$ cat src/rtl/bitty_uart_rx_pkg.sv
// Shared UART definitions: receiver state encoding and divisor limits,
// also used by the TX side and the control block.
package bitty_uart_rx_pkg;

  localparam int UART_CPB_W     = 13;
  localparam int UART_CPB_MIN   = 2;
  localparam int UART_DATA_BITS = 8;

  typedef enum logic [2:0] {
    ST_IDLE,
    ST_START,
    ST_DATA,
    ST_STOP,
    ST_BREAK
  } rx_state_t;

endpackage

$ cat src/rtl/bitty_uart_rx_if.sv
// Valid/ready byte stream from the UART receiver to its consumer.
interface bitty_uart_rx_if;
  import bitty_uart_rx_pkg::*;

  logic                      rx_valid;
  logic                      rx_ready;
  logic [UART_DATA_BITS-1:0] rx_data;

  modport master (output rx_valid, output rx_data, input rx_ready);
  modport slave  (input rx_valid, input rx_data, output rx_ready);

endinterface

$ cat src/rtl/bitty_uart_rx_sync2.sv
// Two-flop synchronizer for asynchronous pin inputs, one flop pair per bit,
// with a per-bit reset value so idle-high lines come out of reset idle.
module bitty_uart_rx_sync2 #(
  parameter int               WIDTH     = 1,
  parameter logic [WIDTH-1:0] RESET_VAL = '1
) (
  input  logic             clk,
  input  logic             srst,
  input  logic [WIDTH-1:0] d,
  output logic [WIDTH-1:0] q
);

  for (genvar gi = 0; gi < WIDTH; gi++) begin : g_bit
    logic meta_reg;
    logic sync_reg;

    always_ff @(posedge clk) begin
      if (srst) begin
        meta_reg <= RESET_VAL[gi];
        sync_reg <= RESET_VAL[gi];
      end else begin
        meta_reg <= d[gi];
        sync_reg <= meta_reg;
      end
    end

    assign q[gi] = sync_reg;
  end

endmodule

$ cat src/rtl/bitty_uart_rx.sv
// 8N1 UART receiver: oversampled framing FSM, 1-deep output buffer on a
// valid/ready stream, framing-error pulse and sticky overrun flag.
module bitty_uart_rx
  import bitty_uart_rx_pkg::*;
#(
  parameter int CPB_W     = UART_CPB_W,
  parameter int DATA_BITS = UART_DATA_BITS
) (
  input  logic                 clk,
  input  logic                 reset,
  input  logic [CPB_W-1:0]     clks_per_bit,
  input  logic                 rx_data_bit,
  bitty_uart_rx_if.master      rx_bus,
  output logic                 framing_err,
  output logic                 overrun,
  input  logic                 err_clr,
  output logic                 busy
);

  localparam int IDX_W = $clog2(DATA_BITS);

  logic                 rx_s;
  rx_state_t            state_reg, state_next;
  logic [CPB_W-1:0]     cnt_reg, cnt_next;
  logic [CPB_W-1:0]     cpb_q_reg, cpb_q_next;
  logic [IDX_W-1:0]     idx_reg, idx_next;
  logic [DATA_BITS-1:0] sh_reg, sh_next;
  logic [DATA_BITS-1:0] rx_data_reg;
  logic                 rx_valid_reg;
  logic                 framing_err_reg;
  logic                 overrun_reg;
  logic                 deliver;
  logic                 stop_bad;
  logic [CPB_W-1:0]     cpb_eff;
  logic [CPB_W-1:0]     half_m1;
  logic [CPB_W-1:0]     full_m1;
  logic                 consume;

  bitty_uart_rx_sync2 #(
    .WIDTH     (1),
    .RESET_VAL (1'b1)
  ) u_sync (
    .clk  (clk),
    .srst (reset),
    .d    (rx_data_bit),
    .q    (rx_s)
  );

  // Divisors below 2 would leave no room for a mid-bit sample.
  assign cpb_eff = (clks_per_bit < CPB_W'(UART_CPB_MIN)) ? CPB_W'(UART_CPB_MIN) : clks_per_bit;
  assign half_m1 = (cpb_q_reg >> 1) - CPB_W'(1);
  assign full_m1 = cpb_q_reg - CPB_W'(1);
  assign consume = rx_valid_reg && rx_bus.rx_ready;

  always_comb begin
    state_next = state_reg;
    cnt_next   = cnt_reg + CPB_W'(1);
    cpb_q_next = cpb_q_reg;
    idx_next   = idx_reg;
    sh_next    = sh_reg;
    deliver    = 1'b0;
    stop_bad   = 1'b0;
    case (state_reg)
      ST_IDLE: begin
        cnt_next = '0;
        if (!rx_s) begin
          cpb_q_next = cpb_eff;
          state_next = ST_START;
        end
      end
      ST_START: begin
        // Re-check the line half a bit in; a short low pulse is a glitch.
        if (cnt_reg == half_m1) begin
          cnt_next   = '0;
          state_next = rx_s ? ST_IDLE : ST_DATA;
        end
      end
      ST_DATA: begin
        if (cnt_reg == full_m1) begin
          cnt_next         = '0;
          sh_next[idx_reg] = rx_s;
          idx_next         = idx_reg + IDX_W'(1);
          if (idx_reg == IDX_W'(DATA_BITS - 1)) begin
            idx_next   = '0;
            state_next = ST_STOP;
          end
        end
      end
      ST_STOP: begin
        if (cnt_reg == full_m1) begin
          cnt_next = '0;
          if (rx_s) begin
            deliver    = 1'b1;
            state_next = ST_IDLE;
          end else begin
            stop_bad   = 1'b1;
            state_next = ST_BREAK;
          end
        end
      end
      ST_BREAK: begin
        // A held-low line must return high before another start is accepted.
        cnt_next = '0;
        if (rx_s) begin
          state_next = ST_IDLE;
        end
      end
      default: begin
        cnt_next   = '0;
        state_next = ST_IDLE;
      end
    endcase
  end

  always_ff @(posedge clk) begin
    if (reset) begin
      state_reg       <= ST_IDLE;
      cnt_reg         <= '0;
      cpb_q_reg       <= '0;
      idx_reg         <= '0;
      sh_reg          <= '0;
      rx_data_reg     <= '0;
      rx_valid_reg    <= 1'b0;
      framing_err_reg <= 1'b0;
      overrun_reg     <= 1'b0;
    end else begin
      state_reg       <= state_next;
      cnt_reg         <= cnt_next;
      cpb_q_reg       <= cpb_q_next;
      idx_reg         <= idx_next;
      sh_reg          <= sh_next;
      framing_err_reg <= stop_bad;
      // A byte landing while the old one is being taken replaces it seamlessly.
      if (deliver && (!rx_valid_reg || rx_bus.rx_ready)) begin
        rx_data_reg  <= sh_reg;
        rx_valid_reg <= 1'b1;
      end else if (consume) begin
        rx_valid_reg <= 1'b0;
      end
      if (deliver && rx_valid_reg && !rx_bus.rx_ready) begin
        overrun_reg <= 1'b1;
      end else if (err_clr) begin
        overrun_reg <= 1'b0;
      end
    end
  end

  assign rx_bus.rx_valid = rx_valid_reg;
  assign rx_bus.rx_data  = rx_data_reg;
  assign framing_err     = framing_err_reg;
  assign overrun         = overrun_reg;
  assign busy            = (state_reg != ST_IDLE);

endmodule

$ cat src/flat_wrapper.sv
// flat-port wrapper written by rule: the top's interface ports become plain ports
module bitty_uart_rx_flat import bitty_uart_rx_pkg::*;
#(
  parameter int CPB_W     = UART_CPB_W,
  parameter int DATA_BITS = UART_DATA_BITS
)
  (clk, reset, clks_per_bit, rx_data_bit, framing_err, overrun, err_clr, busy, rx_bus_rx_valid, rx_bus_rx_data, rx_bus_rx_ready);
  bitty_uart_rx_if rx_bus_i ();
  input  logic clk;
  input  logic reset;
  input  logic [CPB_W-1:0] clks_per_bit;
  input  logic rx_data_bit;
  output logic framing_err;
  output logic overrun;
  input  logic err_clr;
  output logic busy;
  output wire logic [$bits(rx_bus_i.rx_valid)-1:0] rx_bus_rx_valid;
  output wire logic [$bits(rx_bus_i.rx_data)-1:0] rx_bus_rx_data;
  input wire logic [$bits(rx_bus_i.rx_ready)-1:0] rx_bus_rx_ready;
  assign rx_bus_rx_valid = rx_bus_i.rx_valid;
  assign rx_bus_rx_data = rx_bus_i.rx_data;
  assign rx_bus_i.rx_ready = rx_bus_rx_ready;
  bitty_uart_rx #(.CPB_W(CPB_W), .DATA_BITS(DATA_BITS)) u_core (.clk(clk), .reset(reset), .clks_per_bit(clks_per_bit), .rx_data_bit(rx_data_bit), .rx_bus(rx_bus_i), .framing_err(framing_err), .overrun(overrun), .err_clr(err_clr), .busy(busy));
endmodule
$ cat config.mk
export PLATFORM = sky130hd
export DESIGN_NAME = bitty_uart_rx_flat
export DESIGN_NICKNAME = d
export VERILOG_FILES = /design/src/rtl/bitty_uart_rx_pkg.sv /design/src/rtl/bitty_uart_rx_if.sv /design/src/rtl/bitty_uart_rx_sync2.sv /design/src/rtl/bitty_uart_rx.sv /design/src/flat_wrapper.sv
export SDC_FILE = /design/constraint.sdc
export NUM_CORES = 1
export LEC_CHECK = 0
export ABC_AREA = 1
export CAP_MARGIN = 25
export CORE_UTILIZATION = 45
export DETAILED_ROUTE_END_ITERATION = 7
export DONT_BUFFER_PORTS = 1
export SLEW_MARGIN = 20
export SYNTH_ARGS = -nofsm -noshare
export SYNTH_HDL_FRONTEND = slang
export SYNTH_SLANG_ARGS = --single-unit
$ cat constraint.sdc
create_clock -name clk -period 4.1 [get_ports clk]
set_clock_uncertainty 0.05 [all_clocks]
set_input_delay 0.615 -clock clk [delete_from_list [all_inputs] [get_ports clk]]
set_output_delay 0.615 -clock clk [all_outputs]
set_load 0.1 [all_outputs]
# == Word level (Yosys, flattened, before mapping) ==
# Index checks and enable logic that the tools add are counted.
# word_totals
regBits,53
output_inout_bits,12
wordCells,76
# classes
addsub,4
magnitude_cmp,3
n_eq_ne,13
n_mux,25
n_bitwise,3
reduce_logical,17
# op_table
op,n
$mux 13,3
$eq 13x13->1,2
$pmux 13 s2,1
$mux 3,8
$pmux 3 s5,1
$add 13x1->13 const B,1
$lt 13x2->1 const B,1
$sub 12x1->13 const B,1
$sub 13x1->13 const B,1
$mux 1,9
$bwmux 8,1
$ne 2x1->1 const B,4
$eq 3x2->1 const B,2
$eq 3x3->1 const B,2
$reduce_and 6->1,1
$logic_and 1x1->1,5
$lt 3x4->1 const B,1
$ne 2x2->1 const B,2
$reduce_and 2->1,2
$reduce_bool 2->1,2
$add 3x1->3 const B,1
$demux 1 s3,1
$eq 3x1->1 const B,1
$ge 3x1->1 const B,1
other kinds (8),11

# == Longest topological paths before layout ==
# logic_depth
ltp_word,7
depth_mapped,18
ltp_nobuf,17

# == By module ==
# Synthesis repeated with hierarchy kept, for this count alone.
# hier_totals
cells_unflattened,517
area_unflattened_um2,3360.7
# modules_own_cells
module,instances,cells_each,area_per_inst_um2
bitty_uart_rx,1,510,3301.9
bitty_uart_rx_sync2,1,7,58.8

# == Least setup slack after synthesis ==
# Ideal clock, no wire load.
# synth_timing
path_type,register to register
startpoint,reg u_core.state_reg[0]
endpoint,reg u_core.cpb_q_reg[2]
setup_ns,0.129
arrival_ns,1.908
required_time_ns,3.921
path_slack_ns,2.013
path_stages_with_launch,8
n_path_buf,1
synth_period_minus_slack_ns,2.087
path_cell_list,dfxtp_1 -> nor2_1 -> nand2_1 -> nor2_1 -> inv_1 -> clkbuf_1 -> o21ai_0 -> a21oi_1
# synth_via
elab_chain_len,2
# synth_rtl
item,line_no,text
from (decl),bitty_uart_rx.sv:23,"rx_state_t state_reg, state_next;"
from (signal assigned),bitty_uart_rx.sv:127,state_reg <= state_next;
$logic_not 3->1,bitty_uart_rx.sv:63,case (state_reg)
$reduce_and 2->1 (no source line),n/a,
to (signal assigned),bitty_uart_rx.sv:129,cpb_q_reg <= cpb_q_next;
to (decl),bitty_uart_rx.sv:25,"logic [CPB_W-1:0] cpb_q_reg, cpb_q_next;"
# Every way passes these cells.
# A chain may end at the register's enable or synchronous reset.

# == Worst setup path in the final report ==
# layout_timing
startpoint,reg u_core.cpb_q_reg[1]
endpoint,reg u_core.cnt_reg[1]
# layout_via
elab_chain_len,4
# layout_rtl
item,line_no,text
$sub 13x1->13 / $sub 12x1->13 (equally long branches),"bitty_uart_rx.sv:52, bitty_uart_rx.sv:51",
$eq 13x13->1 (on tied branches),"bitty_uart_rx.sv:79, bitty_uart_rx.sv:90, bitty_uart_rx.sv:73",
$mux 13 (on tied branches),"bitty_uart_rx.sv:79, bitty_uart_rx.sv:90, bitty_uart_rx.sv:73",
$pmux 13 s2 (*),bitty_uart_rx.sv:63,
to (signal assigned),bitty_uart_rx.sv:128,cnt_reg <= cnt_next;
to (decl),bitty_uart_rx.sv:24,"logic [CPB_W-1:0] cnt_reg, cnt_next;"
# Mark *: on every way between the ends. The rest lies on a longest branch, timed or not.

==> Flow_metrics.wiki <==
{| class="wikitable"
! Metric !! Value
|-
| Run status || completed
|-
| Clock slew seen by the registers of the worst setup and hold paths || approximately 0.1 ns
|-
| Initial Utilization || 0.468
|-
| Fraction of power spent switching nets || 0.454
|-
| Maximum number of pins on one net before global-route repair || 29
|-
| Area enclosed by the die boundary || 7980 sq um
|-
| First-iteration detailed-routing DRC count || 214
|-
| Area inside the core boundary || 7330 sq um
|-
| Least-Margin Pin Slew || 1.00 ns
|-
| Critical path's slowest cell || sky130_fd_sc_hd__dfxtp_1
|-
| Number of nets at the end of the flow || 551
|-
| Post-CTS Hold Buffers || 0
|-
| Hold WS || 0.317 ns
|-
| Clock root buffer || sky130_fd_sc_hd__clkbuf_8
|-
| Number of levels in the clock H-tree || 2
|-
| Net Sw Power || 741 uW
|-
| Worst reg2reg path depth || 15
|-
| Gp weighted congestion || 0.919
|-
| RSZ-0062 raised after global routing || false
|-
| Clk sink count || 53
|-
| Combinational group share of total power || 0.455
|-
| Count of inserted antenna diode cells || 0
|-
| Die X-Extent || 89.3 microns
|-
| Final Hold Viols || 0
|-
| Number of setup violations in the final report || 0
|-
| Total clock buffers created by CTS || 5
|-
| First-pass detailed-route iteration total || 5
|-
| Register-to-register setup slack || 1.63 ns
|-
| Post-synthesis instance area || around 3400 sq um
|-
| Crit. path cell count || 15
|-
| Input/output buffers || 0
|-
| Required time at the worst-slack endpoint || around 4.2 ns
|-
| Antenna violations before repair || 0
|-
| Post-detailed-route count of antenna-violating nets || 0
|-
| Worst max-slew margin expressed relative to the limit || 0.330
|-
| Critical path capture point type || register
|-
| CTS max path bufs || 2
|-
| Setup TNS || 0 ns
|-
| Ratio of final minimum period to clock period || 0.602
|-
| Cell-by-cell listing of the critical path || inv_1, ha_1, inv_2, nor2_4, nand2_1, nand2_1, nand2_1, nor2_1, nand3_1, nor2_1, nand2_2, nand2_2, nand2_2, o211ai_4, nor2_1
|-
| Syn_nets || 554
|-
| Leading cell type in the layout, fill and taps excluded || sky130_fd_sc_hd__nand2_1
|-
| Floorplan row count || 31
|-
| Detailed route wirelength on metal2 || around 3300 microns
|-
| Type of the tightest min-delay check || primary input to register
|-
| Via count of the first global-routing pass || 2779
|-
| Vias per cell || 5.02
|-
| Power share of the clock group || 0.185
|-
| Combined global-route utilization of all metal layers || 0.218
|-
| Top routing layer in use || met4
|-
| Sequential cell area || 1060 sq um
|-
| Classification of the worst setup path || register to register
|-
| Fill cell total of the finished layout || 778
|-
| Wire length the detailed router placed on met1 || 4130 microns
|-
| Post-Synthesis Cells || 531
|-
| Cell-internal power || 890 uW
|-
| Leakage component of the power || 1.69 nW
|-
| Total area of multi-input combinational cells || 2040 sq um
|-
| Clock tree from TritonCTS || built
|-
| Number of vias in the routed layout || 3154
|-
| Half-perimeter wire length of the detailed placement result || about 6400 microns
|-
| Ports || 30
|-
| Cts repair resizes || 0
|-
| Crit path arrival time || 2.59 ns
|-
| # Max-Cap Violations || 0
|-
| Total gr overflow || 0
|-
| Per-cell routed wire length || 12.7 microns
|-
| Largest driver fanout on the critical path || 13
|-
| Worst IR drop on VDD || 0.440 mV
|-
| Largest incremental delay on the critical path || 0.33 ns
|-
| Layout overhead on the synthesized area || 4.48%
|-
| Power per Cell Area || 455 nW/um^2
|-
| Number of DRC violations after detailed routing || 0
|-
| Fraction of final layout cells with drive strength greater than 1 || 0.123
|-
| Buf+Inv Stages, Crit Path || 2
|-
| Placed Cells || 620
|-
| Count of different cell masters after synthesis || 36
|-
| Upper clock frequency limit || 0.405 GHz
|-
| Overall routed net length || 8000 microns
|-
| Nature of the critical path startpoint || register
|-
| Clock latency on the worst-skew pair || slightly above 0.3 ns
|-
| Crit path time final || 2.47 ns
|-
| Core occupancy in the finished layout || 0.489
|-
| Post-synthesis register bit count || 53
|-
| Seq/Total Area, Yosys || 0.309
|-
| Wire length of the first global-routing pass || 13300 microns
|-
| Total setup buffers inserted after CTS || 0
|-
| Most used cells in the layout excluding fill and tap cells || sky130_fd_sc_hd__nand2_1 (139), sky130_fd_sc_hd__nor2_1 (92), sky130_fd_sc_hd__inv_1 (59)
|-
| Part of the total power dissipated in sequential elements || 0.360
|-
| Total number of yosys warnings || 0
|-
| Non-filler cells in the finished layout || 628
|-
| Hold Path Cell Cnt || 1
|-
| Die height || 89.3 microns
|-
| Critical path's top delay family || simple AND/OR/NAND/NOR gates
|-
| Synth Area per Inst || approximately 6.5 sq um
|-
| Sum of met3 wire segment lengths after detailed routing || roughly 530 microns
|-
| Max-slew violations || 0
|}
-- metrics by stage --
| stage | instance area, sq um | setup slack, ns | total power, mW |
|---|---|---|---|
| after floorplan | 3430 | 2.01 | 1.21 |
| after global placement | 3500 | 1.65 | 1.33 |
| after detailed placement | 3500 | 1.65 | 1.34 |
| after CTS | 3590 | 1.63 | 1.63 |
| after global routing | 3590 | 1.40 | 1.76 |
| final | 3590 | 1.63 | 1.63 |
-- cell usage after synthesis --
library cell	n	area, sq um
sky130_fd_sc_hd__a21oi_1	13	65.1
sky130_fd_sc_hd__clkinv_1	2	7.51
sky130_fd_sc_hd__o211ai_1	1	7.51
sky130_fd_sc_hd__a221oi_1	1	8.76
sky130_fd_sc_hd__or2_2	2	12.5
sky130_fd_sc_hd__nor4_1	3	18.8
sky130_fd_sc_hd__xnor2_1	11	96.3
sky130_fd_sc_hd__xor2_1	17	149
sky130_fd_sc_hd__nand3_1	28	140
sky130_fd_sc_hd__buf_2	3	15.0
sky130_fd_sc_hd__nor2_4	7	78.8
sky130_fd_sc_hd__o21ai_1	1	5.00
sky130_fd_sc_hd__nand3_4	1	17.5
sky130_fd_sc_hd__nand3b_1	3	22.5
sky130_fd_sc_hd__nand2_2	10	62.6
sky130_fd_sc_hd__ha_1	5	62.6
sky130_fd_sc_hd__a211oi_1	6	45.0
sky130_fd_sc_hd__clkbuf_1	5	18.8
sky130_fd_sc_hd__nor2_2	17	106
sky130_fd_sc_hd__or2_1	1	6.26
sky130_fd_sc_hd__dfxtp_1	53	1060
sky130_fd_sc_hd__nand3_2	4	40.0
sky130_fd_sc_hd__nor3b_1	1	7.51
sky130_fd_sc_hd__nor3_1	8	40.0
sky130_fd_sc_hd__o211ai_4	1	21.3
sky130_fd_sc_hd__nand4_1	9	56.3
sky130_fd_sc_hd__nor2b_2	1	8.76
sky130_fd_sc_hd__nor2_8	1	20.0
sky130_fd_sc_hd__nand2_1	139	522
sky130_fd_sc_hd__buf_4	1	7.51
sky130_fd_sc_hd__o21ai_0	10	50.1
sky130_fd_sc_hd__nand2_4	2	22.5
sky130_fd_sc_hd__nor2_1	92	345
sky130_fd_sc_hd__inv_1	59	221
sky130_fd_sc_hd__buf_6	2	22.5
sky130_fd_sc_hd__inv_2	11	41.3
-- power groups by stage --
stage	sequential, mW	combinational (mW)	clock, mW
6_report	0.588	0.742	0.301
3_5_place_dp	0.599	0.737	0
4_1_cts	0.586	0.739	0.308
2_1_floorplan	0.586	0.627	0
5_1_grt	0.592	0.840	0.328
3_3_place_gp	0.598	0.731	0
-- final timing paths --
| path | from | end |
|---|---|---|
| setup reg to reg | u_core.cpb_q_reg[1] | u_core.cnt_reg[1] |
| setup / recovery | u_core.cpb_q_reg[1] | u_core.cnt_reg[1] |
| hold reg to reg | u_core.u_sync.g_bit[0].meta_reg | u_core.u_sync.q |
| hold / removal | reset | u_core.overrun |
-- layout make-up --
type	count	share of cell area
Clock buffer	6	0.0202
Clock inverter	2	0.00384
Inverter	72	0.0753
Multi-Input combinational cell	395	0.568
Sequential cell	53	0.296
Tap cell	99	0.0345
Timing Repair Buffer	1	0.00209
-- metal layers --
metal / vias to the layer above / GRT usage
met4: 0 / 0.0418
met5: - / 0
met1: 1421 / 0.319
li1: 1634 / -
met3: 7 / 0.0545
met2: 92 / 0.323
-- cells by family (layout without fill, tap and decap cells) --
logic type | count (synthesis) | in the layout | share of synthesized area
compound gates | 33 | 33 | 0.0590
flops | 53 | 53 | 0.309
fa+ha+maj | 5 | 5 | 0.0182
buf+inv | 83 | 81 | 0.0973
xor+xnor | 28 | 28 | 0.0714
simple gates | 329 | 329 | 0.445
No activity file was read; power rests on OpenSTA's default activity.
==> RTL edit, RTL diff (same flow settings) <==
Register the output `framing_err` once more, without a reset; this adds one clock of latency there. The other outputs are not delayed to match.
--- a/src/rtl/bitty_uart_rx.sv
+++ b/src/rtl/bitty_uart_rx.sv
@@ -147,7 +147,9 @@
 
   assign rx_bus.rx_valid = rx_valid_reg;
   assign rx_bus.rx_data  = rx_data_reg;
-  assign framing_err     = framing_err_reg;
+  always_ff @(posedge clk) begin
+    framing_err <= framing_err_reg;
+  end
   assign overrun         = overrun_reg;
   assign busy            = (state_reg != ST_IDLE);
 
Function: no difference found for any inputs over 10 cycles, from zero or initial values and one cycle with reset high; that may be too few to reach the edited logic, so the function may still have changed.
==> RTL edit against the unedited design <==
Synthesized cell count rose by 0.19%; synthesized area up 0.58%; highest routed layer unchanged; utilization is 0.22 points higher; critical endpoint is now u_core.cpb_q_reg[2]; sequential share of layout area rose by 0.42 points; routed wire length is 2.2% higher; critical path type unchanged; total power increased by 1.3%; worst setup slack got worse by 0.018 ns; design area increased by 0.45%; sequential cell count rose by 1; largest power group unchanged; via count is 1.2% lower.
==> RTL edit: results (changes against the unedited design) <==
Number of fill cells = 783 (+0.64%)
Status = finished clean
Total Routing Usage GR = 0.2234 (+0.005581)
CP max stage cell = nand2_1
DRT iter0 DRCs = 191 (-11%)
NetSw = 0.7549 mW (+1.9%)
Crit path arrival time = 2.61 ns (+0.02 ns)
Post-DP HPWL = 6421 um (+0.95%)
First-pass GRT wire length = 13520 um (+1.8%)
Leakage power figure = 1.693 nW (+0.41%)
Worst min-delay path category = register to register
Largest net degree at the start of global routing = 25 (-14%)
Cell Area, Placed = 3521 um2 (+0.57%)
Asr flop ratio synth = 0 (unchanged)
Vias/cell = 4.960 (-1.2%)
Seq/Total Area, Yosys = 0.3130 (+0.004006)
Worst-Margin Slew = 0.9820 ns (-0.02150 ns)
Avg WL per Cell = 13.01 um (+2.2%)
Worst Path Max Fanout = 23 (+10)
Peak VDD IR = 0.4688 mV (+6.7%)
Post-synth net total = 555 (+0.18%)
Post-cts resize count = 0 (unchanged)
Total CTS buffers = 5 (unchanged)
Final #Nets = 552 (+0.18%)
Pre-antenna DRT Iters = 4 (-1)
Top cells by count, synth = nand2_1 (139), nor2_1 (92), inv_1 (59), dfxtp_1 (54), nand3_1 (28)
Number of global-route vias before repair = 2815 (+1.3%)
==> RTL edit: cell types whose count changed after synthesis <==
cell,change
dfxtp_1,+1
==> RTL edit: kinds of logic after synthesis <==
group,share of synthesized area
xor+xnor,0.07101
compound gates,0.05869
simple gates,0.4424
flops,0.3130
buf+inv,0.09674
fa+ha+maj,0.01812
==> RTL edit: through the flow <==
| stage | worst slack, ns | cells | util |
|---|---|---|---|
| final | 1.614 | 628 | 0.4916 |
| after global routing | 1.358 | 628 | 0.4916 |
| after CTS | 1.592 | 628 | 0.4916 |
| after detailed placement | 1.607 | 621 | 0.4803 |
| after global placement | 1.602 | 621 | 0.4803 |
| after floorplan | 2.013 | 532 | - |
==> RTL edit: layer usage <==
layer  vias up  global-route usage  part of all wire
li1       1636                   -                 -
met1      1381              0.3384              0.52
met2        89              0.3271              0.40
met3         9             0.04205             0.063
met4         0             0.04618             0.012
met5         -                   0                 0
==> RTL edit: cell type report <==
| type | count | share of cell area |
|---|---|---|
| Clock buffer | 5 | 0.01910 |
| Clock inverter | 2 | 0.003819 |
| Inverter | 72 | 0.07500 |
| Multi-Input combinational cell | 395 | 0.5656 |
| Sequential cell | 54 | 0.3000 |
| Tap cell | 99 | 0.03438 |
| Timing Repair Buffer | 1 | 0.002083 |
==> RTL edit: path summary, 6_finish.rpt <==
check                                       startpoint             endpoint  slack [ns]  cells after the start
worst min-delay path            u_core.framing_err_reg   u_core.framing_err        0.30                      0
worst max-delay path               u_core.state_reg[0]  u_core.cpb_q_reg[2]        1.61                      6
worst max register to register     u_core.state_reg[0]  u_core.cpb_q_reg[2]        1.61                      6
worst min register to register  u_core.framing_err_reg   u_core.framing_err        0.30                      0
==> RTL edit: power groups by stage <==
stage / Sequential, mW / Combinational, mW / Clock, mW
2_1_floorplan: 0.596 / 0.627 / 0
3_3_place_gp: 0.608 / 0.726 / 0
3_5_place_dp: 0.608 / 0.740 / 0
4_1_cts: 0.596 / 0.743 / 0.319
5_1_grt: 0.601 / 0.843 / 0.334
6_report: 0.597 / 0.745 / 0.309
==> RTL edit: worst register-to-register path: stages (launching register included) <==
cell     delay, ns
dfxtp_1       0.35
nor2_1        0.14
nand2_1       0.60
nor2_1        0.47
inv_1         0.37
o21ai_0       0.33
a21oi_1       0.06
